### config.mk
export PLATFORM = sky130hd
export DESIGN_NAME = bp_update_sched
export DESIGN_NICKNAME = d
export VERILOG_FILES = /design/src/rtl/bp_pkg.sv /design/src/rtl/bp_train_fifo.sv /design/src/rtl/bp_update_sched.sv
export SDC_FILE = /design/constraint.sdc
export NUM_CORES = 1
export LEC_CHECK = 0
export BUFFER_PORTS_ARGS = -buffer_cell sky130_fd_sc_hd__buf_2
export CORE_ASPECT_RATIO = 1.75
export CORE_MARGIN = 10
export CORE_UTILIZATION = 50
export DETAILED_ROUTE_END_ITERATION = 8
export PLACE_DENSITY = 0.78
export SETUP_SLACK_MARGIN = 0.3
export SLEW_MARGIN = 20
export SYNTH_ARGS = -nofsm -noshare
export SYNTH_HDL_FRONTEND = slang
export SYNTH_HIERARCHICAL = 1
export SYNTH_SLANG_ARGS = --single-unit
export TNS_END_PERCENT = 20
### constraint.sdc
create_clock -name clk -period 4.3 [get_ports clk]
set_clock_uncertainty 0.05 [all_clocks]
set_input_delay 0.215 -clock clk [delete_from_list [all_inputs] [get_ports clk]]
set_output_delay 0.215 -clock clk [all_outputs]
set_load 0.01 [all_outputs]
### src/rtl/bp_pkg.sv
// bp_pkg: shared types and constants for the gselect predictor update path
package bp_pkg;
  localparam int GHR_MAX = 16;
  localparam logic [1:0] PHT_INIT = 2'b01;
  typedef struct packed {
    logic [31:0] pc;
    logic isbranch;
    logic taken;
    logic [31:0] target;
    logic [GHR_MAX-1:0] ghr;
  } bp_train_t;
  typedef enum logic [1:0] {SWEEP, RUN, FWAIT} bp_state_e;
endpackage

### src/rtl/bp_train_fifo.sv
// bp_train_fifo: two-write one-read in-order training queue with occupancy count
module bp_train_fifo
  import bp_pkg::*;
#(
  parameter int QDEPTH = 4,
  parameter type T = bp_train_t,
  localparam int AW = $clog2(QDEPTH),
  localparam int CW = AW + 1
) (
  input  logic          clk,
  input  logic          rst,
  input  logic          clr,
  input  logic          push0,
  input  logic          push1,
  input  T              d0,
  input  T              d1,
  input  logic          pop,
  output T              head,
  output logic [CW-1:0] count
);
  T mem [QDEPTH];
  logic [AW-1:0] wp, rp;
  assign head = mem[rp];
  // storage: port 1 lands behind port 0 when both write
  always_ff @(posedge clk) begin
    if (push0) mem[wp] <= d0;
    if (push1) mem[push0 ? wp + AW'(1) : wp] <= d1;
  end
  // pointers wrap naturally at the power-of-two depth; clear wins over traffic
  always_ff @(posedge clk)
    if (rst || clr) begin
      wp <= '0;
      rp <= '0;
      count <= '0;
    end else begin
      wp <= wp + AW'(push0) + AW'(push1);
      rp <= rp + AW'(pop);
      count <= count + CW'(push0) + CW'(push1) - CW'(pop);
    end
endmodule

### src/rtl/bp_update_sched.sv
// bp_update_sched: queues retire training records, commits one per cycle, sweeps tables clear
module bp_update_sched
  import bp_pkg::*;
#(
  parameter int GHR_W = 8,
  parameter int PC_BITS = 8,
  parameter int BTB_IDX_W = 10,
  parameter int QDEPTH = 4,
  localparam int PHT_IDX_W = GHR_W + PC_BITS,
  localparam int SW = PHT_IDX_W > BTB_IDX_W ? PHT_IDX_W : BTB_IDX_W
) (
  input  logic                 clk,
  input  logic                 rst,
  input  logic                 tr0_valid,
  output logic                 tr0_ready,
  input  logic [31:0]          tr0_pc,
  input  logic                 tr0_isbranch,
  input  logic                 tr0_taken,
  input  logic [31:0]          tr0_target,
  input  logic [GHR_W-1:0]     tr0_ghr,
  input  logic                 tr1_valid,
  output logic                 tr1_ready,
  input  logic [31:0]          tr1_pc,
  input  logic                 tr1_isbranch,
  input  logic                 tr1_taken,
  input  logic [31:0]          tr1_target,
  input  logic [GHR_W-1:0]     tr1_ghr,
  input  logic                 flush,
  output logic                 busy,
  output logic                 clr_pht_en,
  output logic                 clr_btb_en,
  output logic [SW-1:0]        clr_idx,
  output logic                 cmt_valid,
  input  logic                 cmt_ready,
  output logic [31:0]          cmt_pc,
  output logic                 cmt_isbranch,
  output logic                 cmt_taken,
  output logic [31:0]          cmt_target,
  output logic [GHR_W-1:0]     cmt_ghr,
  output logic [PHT_IDX_W-1:0] cmt_pht_idx,
  output logic [BTB_IDX_W-1:0] cmt_btb_idx
);
  localparam int CW = $clog2(QDEPTH) + 1;
  bp_state_e state, state_n;
  logic [SW-1:0] clr_idx_n;
  logic [CW-1:0] count;
  bp_train_t d0, d1, head;
  logic push0, push1, pop, qclr, unused_ghr;
  assign d0 = '{pc: tr0_pc, isbranch: tr0_isbranch, taken: tr0_taken, target: tr0_target, ghr: GHR_MAX'(tr0_ghr)};
  assign d1 = '{pc: tr1_pc, isbranch: tr1_isbranch, taken: tr1_taken, target: tr1_target, ghr: GHR_MAX'(tr1_ghr)};
  assign push0 = tr0_valid && tr0_ready;
  assign push1 = tr1_valid && tr1_ready;
  assign pop = cmt_valid && cmt_ready;
  assign cmt_pc = head.pc;
  assign cmt_isbranch = head.isbranch;
  assign cmt_taken = head.taken;
  assign cmt_target = head.target;
  assign cmt_ghr = head.ghr[GHR_W-1:0];
  assign cmt_pht_idx = {cmt_ghr, head.pc[PC_BITS+1:2]};
  assign cmt_btb_idx = head.pc[BTB_IDX_W+1:2];
  assign unused_ghr = ^head.ghr;
  bp_train_fifo #(.QDEPTH(QDEPTH), .T(bp_train_t)) u_fifo (
    .clk(clk), .rst(rst), .clr(qclr),
    .push0(push0), .push1(push1), .d0(d0), .d1(d1),
    .pop(pop), .head(head), .count(count)
  );
  // outputs from registered state; flush stalls in FWAIT only while the head is unaccepted
  always_comb begin
    state_n = state;
    clr_idx_n = clr_idx;
    qclr = 1'b0;
    busy = state == SWEEP;
    clr_pht_en = busy && (clr_idx >> PHT_IDX_W) == '0;
    clr_btb_en = busy && (clr_idx >> BTB_IDX_W) == '0;
    tr0_ready = state == RUN && count < CW'(QDEPTH);
    tr1_ready = state == RUN && count < CW'(QDEPTH - 1);
    cmt_valid = state != SWEEP && count != '0;
    case (state)
      SWEEP: begin
        clr_idx_n = flush ? '0 : clr_idx + SW'(1);
        state_n = !flush && &clr_idx ? RUN : SWEEP;
      end
      RUN: if (flush) begin
        state_n = cmt_valid && !cmt_ready ? FWAIT : SWEEP;
        qclr = !(cmt_valid && !cmt_ready);
      end
      FWAIT: if (cmt_ready) begin
        state_n = SWEEP;
        qclr = 1'b1;
      end
      default: state_n = SWEEP;
    endcase
  end
  // state and sweep index; the index wraps to 0 when the sweep ends
  always_ff @(posedge clk)
    if (rst) begin
      state <= SWEEP;
      clr_idx <= '0;
    end else begin
      state <= state_n;
      clr_idx <= clr_idx_n;
    end
endmodule

==> flow_summary.yaml <==
timing:
  finalMaxSlewViolations: 0
  setup_viol: 0
  max_freq_mhz: 279
  rsz0062_at_grt: "no"
  fin_crit_ns: 3.58
  relSlewSlack: 0.542
  setup_tns_ns: 0
  worst_pin_slew_ns: 0.681
  fin_crit_sh: 0.833
  hold_viol: 0
  worst_slack_ns: 0.718
setup_path:
  cp_top_family: "buffers and inverters"
  cp_max_fo: 74
  worstPathCellList: "inv_1 -> ha_1 -> nor2b_1 -> a21boi_0 -> and2_1 -> inv_1 -> a21oi_4 -> buf_12 -> mux2_1 -> dlygate4sd3_1"
  cp.required_ns: 4.55
  critPathLaunchType: "flop"
  critical_path.most_common_cell: "inv_1"
  r2r_slack_ns: 0.72
  worstReg2RegEnd: "u_fifo/mem[2][21]"
  crit_path_end_kind: "flop"
  slowest_delay_ns: 0.57
  worst-path-buf-inv: 4
  path_class: "reg2reg"
  cp_slowest_cell: "dlygate4sd3_1"
  ff2ff_path_depth: 10
  rr_startpoint: "state[1]"
  arrival_ns: 3.83
flow_run:
  cap_viol_max_count: 0
grt:
  grt_pass1_vias: 11600
  grt_first_pass_wirelength_um: 66000
  track_usage: 0.211
  antenna_found_initial: 14
  grt_max_degree: 75
  gr-total-overflow: 0
die:
  die_area_um2: 39600
  core-area_um2: 31400
  die_y_um: 256
  io_pins: 276
  num_rows: 86
  die_x_um: 155
  start_util: 0.506
cells_and_area:
  final_nets: 1548
  nFillCells: 2119
  area_growth_pct: 30.7
  seq_area_um2: 9400
  multi_input_area_um2: 6000
  drive_above_1_share: 0.466
synth:
  avgSynthCellArea_um2: 17.3
  yosys_warnings: 6
  netlist_instances: 919
  synth_nets: 1086
  syn_area_um2: 15900
placed_design:
  port_buffers: 275
  post-place-ws_ns: 1.06
  dp_hpwl_um: 25600
  gp_congestion: 0.827
routing:
  viasPerCell: 5.63
  drcViolationCount: 0
  drtIter0Drc: 651
  drt-total-wl_um: 42600
  wl_per_cell_um: 23.5
  vias: 10200
  firstDrtPassIters: 5
  ant_nets: 0
worst_hold_path:
  worstHoldEndpoint: "u_fifo/mem[2][43]"
  hp-class: "in2reg"
  min-delay-start: "tr1_target[27]"
  hold_depth: 2
cts:
  clk_latency_ns: 0.55
  cts.repair.resized: 0
  ctsHtreeMaxLevel: 1
  numCtsBuffers: 29
  path_clk_slew_ns: 0.07
  clkSinkCount: 321
  cts_root_buf: "clkbuf_16"
  cts_tree: "built"
  cts_buffer_depth: 3
pwr:
  leakage_nw: 7.38
  p_per_area_nw_per_um2: 313
  vdd_drop_max_mv: 0.290
status:
  status: "complete, no violations"
==> metal layers <==
| layer | GRT usage | wire [um] | vias to the layer above |
|---|---|---|---|
| met4 | 0.0995 | 1740 | 6 |
| met1 | 0.221 | 15200 | 5161 |
| met2 | 0.392 | 23300 | 357 |
| met3 | 0.0394 | 2380 | 99 |
| li1 | - | - | 4574 |
| met5 | 0 | 35 | - |
==> worst max path at each step <==
| stage | from | endpoint | slack, ns | cells after the start |
|---|---|---|---|---|
| 6_report | state[1] | u_fifo/mem[2][21] | 0.72 | 10 |
| 5_1_grt | state[1] | u_fifo/mem[2][4] | 0.49 | 10 |
| 4_1_cts | state[1] | u_fifo/mem[3][47] | 0.52 | 10 |
| 3_5_place_dp | state[1] | u_fifo/mem[3][16] | 1.06 | 9 |
| 3_3_place_gp | state[1] | u_fifo/mem[3][18] | 1.18 | 9 |
| 2_1_floorplan | state[1] | u_fifo/mem[2][0] | 0.27 | 10 |
==> repair_timing <==
action / CTS / global route
hold buffers: 222 / 0
buffers inserted: 0 / 6
hold endpoints to repair: 298 / 0
setup endpoints to repair: 0 / 1
==> area by class of cell <==
cell class	instances	area share
antenna	12	0.00144
clock buffer	39	0.0377
clock inverter	14	0.00896
multi-input combinational	503	0.288
timing repair buffer	517	0.186
inverter	9	0.00162
sequential	321	0.452
tap	396	0.0238
==> state kept, by name (all words and copies together) (netlist names) <==
| signal | cells |
|---|---|
| u_fifo/count | 3 |
| u_fifo/rp | 2 |
| u_fifo/mem | 296 |
| state | 2 |
| u_fifo/wp | 2 |
| clr_idx | 16 |
==> cells in the final DEF (no fill, tap or decap), types with 6 or more instances in the layout <==
cell type / instances
nor3_1: 7
mux2_1: 65
buf_2: 275
mux2_2: 231
inv_1: 9
edfxtp_1: 296
nand3_1: 6
nand2_1: 10
a21oi_1: 9
o21ai_0: 8
buf_4: 10
buf_12: 10
nand4_1: 6
diode_2: 12
mux4_2: 74
clkbuf_16: 29
dlygate4sd3_1: 222
nor2_1: 8
and2_1: 7
ha_1: 10
clkbuf_1: 8
dfxtp_1: 23
==> power breakdown <==
group	internal (mW)	total [mW]	switching [mW]	leakage [nW]
clock	1.52	2.67	1.14	0.466
combinational	0.280	0.439	0.160	4.05
sequential	3.40	3.40	0.00124	2.86
==> per-stage QoR <==
stage          std cells  hold WS [ns]   util  instance area [um2]  total power [mW]
2_1_floorplan        919         0.234      -                15900              3.59
3_3_place_gp        1518         0.437  0.558                17500              3.72
3_5_place_dp        1518         0.450  0.558                17500              3.73
4_1_cts             1793       0.00568  0.659                20700              6.54
5_1_grt             1811       0.00909  0.662                20800              6.69
6_report            1811       0.00537  0.662                20800              6.51
(Power assumes the default switching activity.)
